--- src/rtl/cpu_trace_buffer.sv ---
// -----------------------------------------------------------------------------
// cpu_trace_buffer
//
// Commit-trace capture stage that sits behind the single-cycle CPU top.
// Every rising clk edge while capturing, the retiring {pc, inst} pair is
// sampled into a first-word-fall-through FIFO. The consumer drains the FIFO
// through a valid/ready port. The block also spots a self-loop halt (pc
// unchanged for HALT_REPEAT consecutive samples) and counts retired
// instructions since capture was last armed.
//
// Handshake: a head entry transfers on a rising clk edge when out_valid and
// out_ready are both 1. out_valid depends only on internal state, never on
// out_ready, and stays high with stable out_pc/out_inst until the transfer.
//
// Optional feature macro: TRACE_NOP_FILTER_EN
//   defined   -> samples whose inst_in is all-zero (sll $0,$0,0) are counted
//                as retired but are not pushed into the FIFO.
//   undefined -> NOPs are pushed like any other instruction.
//
// Parameters
//   DEPTH        FIFO entries (power of 2, >= 2)
//   PTR_W        log2(DEPTH)
//   HALT_REPEAT  consecutive identical-pc samples that declare halt (>= 2)
//
// Ports
//   clk          in   1        system clock, rising edge
//   reset        in   1        asynchronous, active-low; 0 clears all state
//   pc_in        in   32       pc of the instruction retiring this cycle
//   inst_in      in   32       instruction word at pc_in
//   trace_en     in   1        1 = capture enabled, 0 = return to IDLE
//   out_valid    out  1        head entry valid (FIFO not empty)
//   out_ready    in   1        consumer accepts the head entry
//   out_pc       out  32       head entry pc, 0 when empty
//   out_inst     out  32       head entry inst, 0 when empty
//   count        out  PTR_W+1  entries held, 0..DEPTH
//   overflow     out  1        sticky: a sample was dropped on a full FIFO
//   halted       out  1        1 while the FSM sits in HALTED
//   retired_cnt  out  32       samples accepted as retired since arming
//   fsm_state    out  2        debug view of the capture FSM state
// -----------------------------------------------------------------------------
module cpu_trace_buffer #(
    parameter int DEPTH       = 16,
    parameter int PTR_W       = 4,
    parameter int HALT_REPEAT = 4
) (
    input  logic             clk,
    input  logic             reset,
    input  logic [31:0]      pc_in,
    input  logic [31:0]      inst_in,
    input  logic             trace_en,
    output logic             out_valid,
    input  logic             out_ready,
    output logic [31:0]      out_pc,
    output logic [31:0]      out_inst,
    output logic [PTR_W:0]   count,
    output logic             overflow,
    output logic             halted,
    output logic [31:0]      retired_cnt,
    output logic [1:0]       fsm_state
);

    localparam logic [1:0] ST_IDLE    = 2'd0;
    localparam logic [1:0] ST_CAPTURE = 2'd1;
    localparam logic [1:0] ST_HALTED  = 2'd2;

    localparam int RPT_W = $clog2(HALT_REPEAT) + 1;

    localparam logic [PTR_W:0] FULL_COUNT = (PTR_W + 1)'(DEPTH);
    // repeat_cnt value that, once incremented by one more repeat, reaches
    // HALT_REPEAT-1 and therefore completes the halt pattern.
    localparam logic [RPT_W-1:0] HALT_TRIGGER = RPT_W'(HALT_REPEAT - 2);

`ifdef TRACE_NOP_FILTER_EN
    localparam bit NOP_FILTER = 1'b1;
`else
    localparam bit NOP_FILTER = 1'b0;
`endif

    // ------------------------------------------------------------------
    // State
    // ------------------------------------------------------------------
    logic [1:0]       state;
    logic [1:0]       state_nxt;
    logic [PTR_W-1:0] wr_ptr;
    logic [PTR_W-1:0] rd_ptr;
    logic [PTR_W:0]   count_q;
    logic [31:0]      prev_pc;
    logic [RPT_W-1:0] repeat_cnt;
    // Set on arming so the first sample is always treated as a new pc,
    // whatever prev_pc happens to hold from an earlier session.
    logic             first_sample;
    logic             overflow_q;
    logic [31:0]      retired_q;

    logic [63:0]      mem [DEPTH];

    // ------------------------------------------------------------------
    // Sample classification and next state
    // ------------------------------------------------------------------
    logic arm;
    logic sample_new;
    logic sample_repeat;

    always_comb begin
        state_nxt     = state;
        arm           = 1'b0;
        sample_new    = 1'b0;
        sample_repeat = 1'b0;
        case (state)
            ST_IDLE: begin
                if (trace_en) begin
                    state_nxt = ST_CAPTURE;
                    arm       = 1'b1;
                end
            end
            ST_CAPTURE: begin
                // Dropping trace_en wins over a halt completing this cycle,
                // and the sample presented in that cycle is ignored.
                if (!trace_en) begin
                    state_nxt = ST_IDLE;
                end else if (first_sample || (pc_in != prev_pc)) begin
                    sample_new = 1'b1;
                end else begin
                    sample_repeat = 1'b1;
                    if (repeat_cnt == HALT_TRIGGER) begin
                        state_nxt = ST_HALTED;
                    end
                end
            end
            ST_HALTED: begin
                if (!trace_en) begin
                    state_nxt = ST_IDLE;
                end
            end
            default: begin
                state_nxt = ST_IDLE;
            end
        endcase
    end

    // ------------------------------------------------------------------
    // FIFO control
    // ------------------------------------------------------------------
    logic empty;
    logic full;
    logic push;
    logic pop;
    logic wr_en;
    logic drop;

    assign empty = (count_q == '0);
    assign full  = (count_q == FULL_COUNT);
    assign push  = sample_new && !(NOP_FILTER && (inst_in == 32'h0000_0000));
    assign pop   = !empty && out_ready;
    // A pop in the same cycle frees the slot, so a full FIFO still takes it.
    assign wr_en = push && (!full || pop);
    assign drop  = push && full && !pop;

    always_ff @(posedge clk or negedge reset) begin
        if (!reset) begin
            state        <= ST_IDLE;
            wr_ptr       <= '0;
            rd_ptr       <= '0;
            count_q      <= '0;
            prev_pc      <= '0;
            repeat_cnt   <= '0;
            first_sample <= 1'b0;
            overflow_q   <= 1'b0;
            retired_q    <= '0;
        end else begin
            state <= state_nxt;

            if (wr_en) begin
                wr_ptr <= wr_ptr + PTR_W'(1);
            end
            if (pop) begin
                rd_ptr <= rd_ptr + PTR_W'(1);
            end
            case ({wr_en, pop})
                2'b10:   count_q <= count_q + (PTR_W + 1)'(1);
                2'b01:   count_q <= count_q - (PTR_W + 1)'(1);
                default: count_q <= count_q;
            endcase

            if (arm) begin
                overflow_q <= 1'b0;
            end else if (drop) begin
                overflow_q <= 1'b1;
            end

            // Dropped samples still retired on the CPU, so they count.
            if (arm) begin
                retired_q <= '0;
            end else if (sample_new) begin
                retired_q <= retired_q + 32'd1;
            end

            if (arm || sample_new) begin
                repeat_cnt <= '0;
            end else if (sample_repeat) begin
                repeat_cnt <= repeat_cnt + RPT_W'(1);
            end

            if (state == ST_CAPTURE && trace_en) begin
                prev_pc      <= pc_in;
                first_sample <= 1'b0;
            end else if (arm) begin
                first_sample <= 1'b1;
            end
        end
    end

    // Storage has no reset: entries are only observable once count covers
    // them, and the output mux forces zeros while empty.
    always_ff @(posedge clk) begin
        if (wr_en) begin
            mem[wr_ptr] <= {pc_in, inst_in};
        end
    end

    // ------------------------------------------------------------------
    // Outputs
    // ------------------------------------------------------------------
    logic [63:0] head;

    assign head        = mem[rd_ptr];
    assign out_valid   = !empty;
    assign out_pc      = empty ? 32'h0000_0000 : head[63:32];
    assign out_inst    = empty ? 32'h0000_0000 : head[31:0];
    assign count       = count_q;
    assign overflow    = overflow_q;
    assign halted      = (state == ST_HALTED);
    assign retired_cnt = retired_q;
    assign fsm_state   = state;

endmodule

--- config.mk ---
export PLATFORM = sky130hd
export DESIGN_NAME = cpu_trace_buffer
export DESIGN_NICKNAME = d
export VERILOG_FILES = /design/src/rtl/cpu_trace_buffer.sv
export SDC_FILE = /design/constraint.sdc
export NUM_CORES = 1
export LEC_CHECK = 0
export ABC_CLOCK_PERIOD_IN_PS = 10700
export BUFFER_PORTS_ARGS = -buffer_cell sky130_fd_sc_hd__buf_2
export CELL_PAD_IN_SITES_DETAIL_PLACEMENT = 1
export CELL_PAD_IN_SITES_GLOBAL_PLACEMENT = 1
export CORE_UTILIZATION = 55
export CTS_CLUSTER_SIZE = 10
export DETAILED_ROUTE_END_ITERATION = 6
export PLACE_DENSITY = 0.78
export SETUP_SLACK_MARGIN = 0.3
export SYNTH_ARGS = -nofsm -noshare
export SYNTH_HDL_FRONTEND = slang
export SYNTH_SLANG_ARGS = --single-unit
--- constraint.sdc ---
create_clock -name clk -period 10.7 [get_ports clk]
set_clock_uncertainty 0.15 [all_clocks]
set_input_delay 3.21 -clock clk [delete_from_list [all_inputs] [get_ports clk]]
set_output_delay 3.21 -clock clk [all_outputs]
set_load 0.01 [all_outputs]
==> summary.md, run 1 <==
| Metric | Value |
|---|---|
| Per-cell routed wire length | 31.5 microns |
| Global-route wire length before repair | 152 mm |
| Final Hold Violating Endpoints | 0 |
| Synth Register Bits | 1108 |
| Area contributors post-synth | edfxtp_1, mux4_2, dfrtp_1, and2_1, mux2_2 |
| Core Rows | 102 |
| Crit path max-delay family | multiplexers |
| Maximum VDD drop | 0.000228 V |
| Internal power | 9.02 mW |
| Status | complete, no violations |
| CP max-delay cell | dfrtp_4 |
| Final setup fails | 0 |
| DR vias | 20.8k |
| Mapped Cells | 1924 |
| Die width | 283 microns |
| GPL Wtd Cong | 0.754 |
| DRC Markers | 0 |
| Psw | 3.54 mW |
| Routed Wire Length | 103 mm |
| Met3 global-route usage | 5.84% |
| Die height | 283 microns |
| Clk_lat worst skew | 0.72 ns |
| Largest area contributor in the netlist | edfxtp_1 |
| Most crowded layer after global routing | met2 |
| Max Cap Violations | 0 |
| CTS buffer count | 130 |
| Minimum clock period | 7.24 ns |
| Startpoint Class | flop |
| Register share of total power | 41.8% |
| Met1 usage | 34.5% |
| Synth Net Count | 2004 |
| Critical-path cell list | buf_12, mux4_2, mux4_2, and2_1, buf_2 |
| Most used cell, CP | mux4_2 |
| WS Path Type | reg -> out |
| Port buffer count | 173 |
| Area growth syn-to-layout | 13.6% |
| Distinct cell type count of the synthesized netlist | 57 |
| Total track usage | 26.7% |
| Root Driver | clkbuf_16 |
| Initial Util | 55.8% |
| DR pass1 iterations | 4 |
| CP required | 7.34 ns |
| Num ports | 174 |
| Final Total Pwr | 12.6 mW |
| Detailed Route Iter0 Violations | 2068 |
| Max-slew violations | 0 |
| Most frequent cells in the layout | edfxtp_1, mux4_2, buf_2 |
| Remaining global-route overflow | 0 |
| WP buf/inv | 2 |
| Via/cell ratio | 6.34 |
| Leading cell type in the layout, fill and taps excluded | edfxtp_1 |
| H-tree depth | 4 |
| Tcrit/Tclk final | 67.7% |
| Post-CTS Hold Fix Bufs | 0 |
| Die area | 79900 sq um |
| Clk slew on worst S/H paths | 0.06 ns |
| Ratio of cells with drive above 1 in the final layout | 33.3% |
| Number of enable flip-flop cells after synthesis | 1024 |
| Routed Antenna Nets | 0 |
| Fmax | 0.138 GHz |
| M2 GR Usage | 45.7% |
| Vias in the first global route | 22.9k |
| Worst-Margin Slew | 1.32 ns |
| Max FO, Critical Path | 79 |
| Cell Count, Final, Fillers Out | 3275 |
| Clk buf depth | 3 |
| Antenna violations before repair | 8 |
| Clock Sinks | 1108 |
| Top-area cell type share of the netlist area | 71.0% |
| CP max stage delay | 0.92 ns |
| CP Capture Type | output port |
| Async S/R FF share, synth | 7.58% |
| Syn Area/Cell | 22.5 sq um |
| Register area share after synthesis | 75.8% |
| Power per cell area | 255 nW/um^2 |
| Core area | 77700 sq um |
| Largest net degree at the start of global routing | 155 |
| Final #Nets | 2241 |
| Minimum hold slack | 0.343 ns |
| Clock tree from TritonCTS | done |
| Net Sw Frac | 28.2% |
| Static Leak | 16.0 nW |
| Ys Warns | 0 |
| Cts repair resizes | 0 |
| Clk network pwr share | 31.9% |
| Relative slew slack | 11.8% |
| Unrepaired setup endpoints after global routing | no |
| Ys flop type | edfxtp_1 |
| Min-Delay Path Class | reg -> reg |
| Arrival time at the worst endpoint | 3.88 ns |
| Placed Instances | 3069 |
| Mapped Area | 43300 sq um |
| Gate power share | 26.3% |
| DPL Wire Length | 56.1 mm |
| Postcts setup bufs | 0 |
power by group through the flow:
stage               Combinational, mW  Sequential (mW)  Clock (mW)
floorplan                        2.40             5.16           0
global placement                 3.27             5.31           0
detailed placement               3.34             5.34           0
CTS                              3.37             5.26        4.06
global route                     3.53             5.29        4.20
finish                           3.30             5.25        4.00
cell usage after synthesis, drive strengths merged, types with 3 or more instances:
cell type     n
a21oi        24
a221o         3
and2         67
and3         16
and4          3
buf          50
clkbuf       51
dfrtp        84
edfxtp     1024
ha           11
inv           9
mux2         37
mux2i         7
mux4        320
nand2        34
nand2b        4
nand3        24
nand4        13
nor2         17
nor2b         5
nor3          7
nor3b         3
nor4          4
o21ai         4
o31ai        18
or3           4
or4          18
xnor2        28
xor2         14
state kept, by name, indices dropped and copies added (netlist names):
name          count
wr_ptr            4
prev_pc          32
mem            1024
overflow          1
retired_cnt      32
rd_ptr            4
count             5
repeat_cnt        3
fsm_state         2
first_sample      1
layout make-up:
type,instances,area [sq um]
clock buffers,192,3640
diodes,4,10.0
flip-flops and latches,1108,32900
repair buffers,206,1170
multi-input cells,706,10100
clock inverters,10,129
fillers,6244,28500
inverters,9,33.8
well taps,1040,1300
logic make-up after synthesis:
group,share of synthesized area (%)
AOI/OAI and AO/OA,1.02
xor gates and xnor gates,0.849
adders and majority gates,0.364
buffers and inverters,1.14
DFF,75.8
muxes,17.8
and+or+nand+nor,3.03
path summary, 6_finish.rpt:
| check | from | to | slack, ns | cells after the start |
|---|---|---|---|---|
| hold reg to reg | overflow | overflow | 0.34 | 1 |
| min in group asynchronous | reset | prev_pc[15] | 2.31 | 1 |
| setup / recovery | rd_ptr[0] | out_pc[1] | 3.46 | 5 |
| hold / removal | overflow | overflow | 0.34 | 1 |
| setup reg to reg | fsm_state[1] | mem[14][36] | 6.23 | 8 |
| max in group asynchronous | reset | rd_ptr[3] | 6.86 | 2 |
per-stage QoR:
stage                     setup WS, ns  cell area [sq um]  setup TNS [ns]  utilization [%]
after global routing              3.19              49200               0             63.3
after global placement            3.43              45400               0             58.5
final                             3.46              49200               0             63.3
after CTS                         3.31              49200               0             63.3
after floorplan                 -0.955              43300         -122.18                -
after detailed placement          3.30              45400               0             58.5
layer usage:
| metal | wire, microns | vias to the layer above |
|---|---|---|
| met5 | 76 | - |
| met4 | 2310 | 12 |
| met3 | 6170 | 161 |
| met2 | 54600 | 759 |
| met1 | 40000 | 11271 |
| li1 | - | 8566 |
No activity file was read; power rests on OpenSTA's default activity.
==> run 2, diff against run 1 <==
--- a/config.mk
+++ b/config.mk
@@ -5,14 +5,15 @@
 export SDC_FILE = /design/constraint.sdc
 export NUM_CORES = 1
 export LEC_CHECK = 0
-export ABC_CLOCK_PERIOD_IN_PS = 10700
+export ABC_AREA = 1
+export ABC_CLOCK_PERIOD_IN_PS = 6000
 export BUFFER_PORTS_ARGS = -buffer_cell sky130_fd_sc_hd__buf_2
 export CELL_PAD_IN_SITES_DETAIL_PLACEMENT = 1
 export CELL_PAD_IN_SITES_GLOBAL_PLACEMENT = 1
-export CORE_UTILIZATION = 55
+export CORE_UTILIZATION = 46
 export CTS_CLUSTER_SIZE = 10
 export DETAILED_ROUTE_END_ITERATION = 6
-export PLACE_DENSITY = 0.78
+export PLACE_DENSITY = 0.73
 export SETUP_SLACK_MARGIN = 0.3
 export SYNTH_ARGS = -nofsm -noshare
 export SYNTH_HDL_FRONTEND = slang
==> constraint.sdc (replaced) <==
create_clock -name clk -period 6 [get_ports clk]
set_clock_uncertainty 0.15 [all_clocks]
set_input_delay 1.8 -clock clk [delete_from_list [all_inputs] [get_ports clk]]
set_output_delay 1.8 -clock clk [all_outputs]
set_load 0.01 [all_outputs]
==> run 2 against run 1 <==
  * Sequential power increased by 79%
  * Power rose by 97%
  * Worst hold slack got worse by 0.0017 ns
  * Die area increased by 22%
  * Sequential cell count unchanged
  * Clock power grew 77%
==> summary.md, run 2 <==
| Metric | Value |
|---|---|
| Status | complete, no violations |
| Max-slew violations | 0 |
| Clock Sinks | 1108 |
| Min-Delay Path Class | reg -> reg |
| Postcts setup bufs | 0 |
| Core area | 95200 sq um |
| Distinct cell type count of the synthesized netlist | 49 |
| Synth cell count leaders | edfxtp_1, nor2_1, o21ai_0 |
| Global-route wire length before repair | 195 mm |
| DR pass1 iterations | 5 |
| Worst hold start | overflow |
| Worst r2r src | count[0] |
| Syn Area/Cell | 13.2 sq um |
| Worst reg2reg path depth | 16 |
| Arrival time at the worst endpoint | 3.56 ns |
| Capture point of the worst reg-to-reg path | count[4] |
| Minimum hold slack | 0.342 ns |
| Max Cap Violations | 0 |
| Largest area contributor in the netlist | edfxtp_1 |
| Area contributors post-synth | edfxtp_1, o21ai_0, nor2_1, dfrtp_1, o221ai_1 |
| DR vias | 29.6k |
| DRC Markers | 0 |
| Pre-CTS WS | 0.941 ns |
| Leading cell type in the layout, fill and taps excluded | edfxtp_1 |
| WS Path Type | reg -> out |
| CTS buffer count | 131 |
| Clock tree from TritonCTS | done |
| Top-area cell type share of the netlist area | 69.4% |
| Die width | 312 microns |
| Total track usage | 26.4% |
| Net Sw Frac | 37.7% |
| Worst-Margin Slew | 1.07 ns |
| Util after Layout | 53.0% |
| Mapped Area | 44300 sq um |
| Area growth syn-to-layout | 13.9% |
| Final Total Pwr | 24.7 mW |
| Hold path endpoint | overflow |
| Num ports | 174 |
| Final #Nets | 3591 |
| Die height | 312 microns |
| Ratio of cells with drive above 1 in the final layout | 12.8% |
| Clk network pwr share | 28.6% |
| CP required | 4.05 ns |
| Register area share after synthesis | 74.1% |
| Routed Wire Length | 131 mm |
| R2R setup slack | 2.46 ns |
| Routed Antenna Nets | 0 |
| Max reg flops | 1024 |
| Register share of total power | 38.0% |
| Static Leak | 16.6 nW |
| Clk buf depth | 3 |
| Ys flop type | edfxtp_1 |
| Crit path max-delay family | compound AO/OA/AOI/OAI gates |
| CP max-delay cell | dfrtp_4 |
| Fmax | 0.181 GHz |
| Final instance area | 50500 sq um |
| Hold Path Stages | 1 |
| Via/cell ratio | 6.12 |
| Psw | 9.31 mW |
| Most frequent cells in the layout | edfxtp_1, nor2_1, o21ai_0 |
| Gate power share | 33.4% |
| Minimum clock period | 5.51 ns |
| Final Hold Violating Endpoints | 0 |
| CP max stage delay | 0.88 ns |
| Vias in the first global route | 31.6k |
| Relative slew slack | 29.0% |
| Post-CTS Hold Fix Bufs | 0 |
| Final WS setup | 0.486 ns |
| Die area | 97600 sq um |
| Unrepaired setup endpoints after global routing | no |
| H-tree depth | 4 |
| Tcrit/Tclk final | 91.9% |
| Max FO, Critical Path | 66 |
| Most common cell in the netlist | edfxtp_1 |
| Core Rows | 113 |
| Ys Warns | 0 |
| GPL Wtd Cong | 0.826 |
| Final setup fails | 0 |
| WP buf/inv | 2 |
| Cts repair resizes | 0 |
| Antenna violations before repair | 14 |
| Placed instance area | 46700 sq um |
| Synth Register Bits | 1108 |
| Clk_lat worst skew | 0.74 ns |
| Critical-path cell list | buf_4, o21ai_0, o221ai_1, o211ai_1, a21oi_1, buf_2 |
| Startpoint Class | flop |
| Synth Net Count | 3445 |
| Initial Util | 46.6% |
| Number of enable flip-flop cells after synthesis | 1024 |
| Root Driver | clkbuf_16 |
| Detailed Route Iter0 Violations | 2843 |
| Clk slew on worst S/H paths | 0.05 ns |
| CP Capture Type | output port |
| Port buffer count | 173 |
| Async S/R FF share, synth | 7.58% |
| DPL Wire Length | 69.8 mm |
| Maximum VDD drop | 0.000393 V |
| Internal power | 15.4 mW |
| Remaining global-route overflow | 0 |
| Largest net degree at the start of global routing | 215 |
| Largest register by flop count | mem |
| Per-cell routed wire length | 27.1 microns |
| Power per cell area | 490 nW/um^2 |
| Mapped Cells | 3365 |
-- run 2: cell count changes after synthesis, sizes merged, moves of 114 or more --
| cell | previous run | this run |
|---|---|---|
| o21ai | 4 | 563 |
| nor2 | 17 | 586 |
| clkbuf | 51 | 165 |
| nand2 | 34 | 190 |
| mux4 | 320 | 0 |
| o221ai | 0 | 184 |
-- run 2: routing by layer --
layer / vias up / track usage (%) / routed length [microns] / part of all wire (%)
met2: 1051 / 44.3 / 64400 / 49
met5: - / 0 / 89 / 0.068
met3: 235 / 4.37 / 8380 / 6.4
met1: 15376 / 35.1 / 54700 / 42
li1: 12904 / - / - / -
met4: 12 / 8.92 / 3350 / 2.6
-- run 2: how the worst max path moves through the flow --
stage          startpoint    endpoint  slack (ns)  depth (start not counted)
3_5_place_dp     pc_in[9]  mem[2][27]        0.94                         12
6_report        rd_ptr[0]  out_pc[16]        0.49                          6
3_3_place_gp     pc_in[9]  mem[0][24]        1.10                         12
5_1_grt         rd_ptr[0]  out_pc[16]        0.41                          6
2_1_floorplan   pc_in[25]   mem[0][0]       -0.09                         13
4_1_cts         rd_ptr[0]  out_pc[14]        0.31                          6
-- run 2: through the flow --
stage                     setup TNS (ns)  instances
after floorplan                   -84.40       3365
after global placement                 0       4641
after detailed placement               0       4641
after CTS                              0       4826
after global routing                   0       4832
final                                  0       4834
-- run 2: layout make-up --
class / instances / area (sq um)
repair buffers: 246 / 1700
clock buffers: 166 / 3430
flip-flops and latches: 1108 / 32900
diodes: 6 / 15.0
clock inverters: 19 / 268
well taps: 1265 / 1580
fillers: 9331 / 44700
repair inverters: 1 / 11.3
multi-input cells: 1941 / 10300
inverters: 82 / 349
-- run 2: power groups by stage --
| stage | combinational [mW] | clock (mW) | sequential, mW |
|---|---|---|---|
| after floorplan | 4.99 | 0 | 9.42 |
| after global placement | 7.84 | 0 | 9.49 |
| after detailed placement | 8.09 | 0 | 9.52 |
| after CTS | 8.19 | 7.17 | 9.37 |
| after global routing | 8.92 | 7.43 | 9.44 |
| final | 8.26 | 7.08 | 9.39 |
-- run 2: cell families after synthesis --
| family | after synthesis | synth area share, % |
|---|---|---|
| adders and majority gates | 12 | 0.356 |
| and+or+nand+nor | 912 | 8.43 |
| xor gates and xnor gates | 34 | 0.672 |
| AOI/OAI and AO/OA | 983 | 13.4 |
| buffers and inverters | 316 | 3.00 |
| DFF | 1108 | 74.1 |
==> run 3, diff against run 2 <==
--- a/config.mk
+++ b/config.mk
@@ -10,6 +10,7 @@
 export BUFFER_PORTS_ARGS = -buffer_cell sky130_fd_sc_hd__buf_2
 export CELL_PAD_IN_SITES_DETAIL_PLACEMENT = 1
 export CELL_PAD_IN_SITES_GLOBAL_PLACEMENT = 1
+export CORE_ASPECT_RATIO = 0.8
 export CORE_UTILIZATION = 46
 export CTS_CLUSTER_SIZE = 10
 export DETAILED_ROUTE_END_ITERATION = 6
==> run 3 against run 2 <==
  * Sequential cell count is the same
  * Largest cell class unchanged
  * Worst hold slack gained 0.0022 ns
  * Global-route usage grew 0.24 points
  * Combinational power shrank 2.5%
  * Clock power grew 2%
==> summary.md, run 3 (synthesis results as in run 2) <==
| Metric | Value |
|---|---|
| Startpoint Class | flop |
| Clk slew on worst S/H paths | 0.06 ns |
| Final Hold Violating Endpoints | 0 |
| Worst r2r src | count[0] |
| Cts repair resizes | 0 |
| Max-slew violations | 0 |
| Worst reg2reg path depth | 10 |
| Num ports | 174 |
| Final WS setup | 0.399 ns |
| Clk buf depth | 3 |
| Hold Path Stages | 2 |
| Hold path endpoint | prev_pc[8] |
| Routed Wire Length | 130 mm |
| Met3 global-route usage | 4.37% |
| CP required | 4.05 ns |
| Most frequent cells in the layout | edfxtp_1, nor2_1, o21ai_0 |
| Die height | 280 microns |
| Die area | 97600 sq um |
| Minimum clock period | 5.60 ns |
| Leading cell type in the layout, fill and taps excluded | edfxtp_1 |
| M2 GR Usage | 43.5% |
| Final #Nets | 3583 |
| Core area | 95200 sq um |
| Via/cell ratio | 6.08 |
| Max FO, Critical Path | 195 |
| Clock tree from TritonCTS | done |
| Largest net degree at the start of global routing | 196 |
| Final setup fails | 0 |
| Ratio of cells with drive above 1 in the final layout | 12.5% |
| Fmax | 0.179 GHz |
| Postcts setup bufs | 0 |
| DR vias | 29.6k |
| Clk_lat worst skew | 0.75 ns |
| Met1 usage | 37.1% |
| Per-cell routed wire length | 26.8 microns |
| Antenna violations before repair | 8 |
| Root Driver | clkbuf_16 |
| Core Rows | 101 |
| Initial Util | 46.6% |
| Worst-Margin Slew | 1.13 ns |
| Tcrit/Tclk final | 93.4% |
| Remaining global-route overflow | 0 |
| Detailed Route Iter0 Violations | 2819 |
| CP Capture Type | output port |
| Register Area | 32900 sq um |
| Worst hold start | prev_pc[8] |
| Static Leak | 16.6 nW |
| GPL Wtd Cong | 0.835 |
| WS Path Type | reg -> out |
| Maximum VDD drop | 0.000381 V |
| Routed Antenna Nets | 0 |
| Die width | 349 microns |
| DR pass1 iterations | 5 |
| Unrepaired setup endpoints after global routing | no |
| Area of the multi-input gates | 10300 sq um |
| Vias in the first global route | 30.9k |
| Max reg flops | 1024 |
| Fill count | 9366 |
| Power per cell area | 490 nW/um^2 |
| DRC Markers | 0 |
| Clock Sinks | 1108 |
| Global-route wire length before repair | 195 mm |
| Area growth syn-to-layout | 14.1% |
| Post-CTS Hold Fix Bufs | 0 |
| Most crowded layer after global routing | met2 |
| Arrival time at the worst endpoint | 3.65 ns |
| H-tree depth | 4 |
| DPL Wire Length | 69.2 mm |
| Min-Delay Path Class | reg -> reg |
| R2R setup slack | 2.39 ns |
| Total track usage | 26.7% |
| Pre-CTS WS | 0.789 ns |
| Capture point of the worst reg-to-reg path | mem[4][9] |
| Max Cap Violations | 0 |
| Relative slew slack | 24.6% |
| Minimum hold slack | 0.344 ns |
| Port buffer count | 173 |
| Largest register by flop count | mem |
| CTS buffer count | 130 |
| Status | complete, no violations |
run 3: cell types whose count changed in the layout (fill, tap and decap cells not counted), sizes merged, moves of 2 or more:
cell	previous run	this run
clkbuf	167	186
inv	88	82
buf	245	240
diode	6	1
clkinv	13	16
bufinv	0	2
run 3: metal layers:
| layer | vias up | wire (microns) |
|---|---|---|
| met3 | 212 | 8870 |
| met1 | 15384 | 55800 |
| li1 | 12899 | - |
| met4 | 10 | 2930 |
| met2 | 1077 | 62800 |
| met5 | - | 54 |
run 3: worst max-delay path, stage by stage (launching register included):
cell and delay (ns):
dfrtp_4 0.67, buf_12 0.52, o21ai_0 0.24, o221ai_1 0.27, o211ai_1 0.14, a21oi_1 0.54
buf_2 0.24
run 3: power by group:
part | switching [mW] | total (mW) | internal (mW)
registers | 0.414 | 9.47 | 9.06
clock network | 3.11 | 7.24 | 4.13
logic | 5.73 | 8.05 | 2.32
run 3: cell type report:
| type | instances | area share, % |
|---|---|---|
| well taps | 1287 | 3.19 |
| inverters | 82 | 0.700 |
| repair buffers | 240 | 3.27 |
| flip-flops and latches | 1108 | 65.0 |
| multi-input cells | 1941 | 20.3 |
| diodes | 1 | 0.00495 |
| clock buffers | 186 | 6.89 |
| clock inverters | 18 | 0.636 |
run 3: how the worst max path moves through the flow:
stage	startpoint	depth (start not counted)	endpoint	slack, ns
floorplan	pc_in[25]	13	mem[0][0]	-0.09
global placement	pc_in[31]	12	mem[4][53]	0.90
detailed placement	pc_in[31]	12	mem[4][9]	0.79
CTS	rd_ptr[1]	8	out_pc[26]	0.44
global route	rd_ptr[0]	6	out_inst[16]	0.30
finish	rd_ptr[0]	6	out_inst[16]	0.40
run 3: through the flow:
step	cells	cell area [sq um]	power (mW)	setup TNS [ns]	utilization, %
after floorplan	3365	44300	14.4	-84.40	-
after global placement	4658	46700	17.3	0	49.1
after detailed placement	4658	46700	17.6	0	49.1
after CTS	4862	50500	24.9	0	53.1
after global routing	4862	50500	25.9	0	53.1
final	4863	50600	24.8	0	53.1
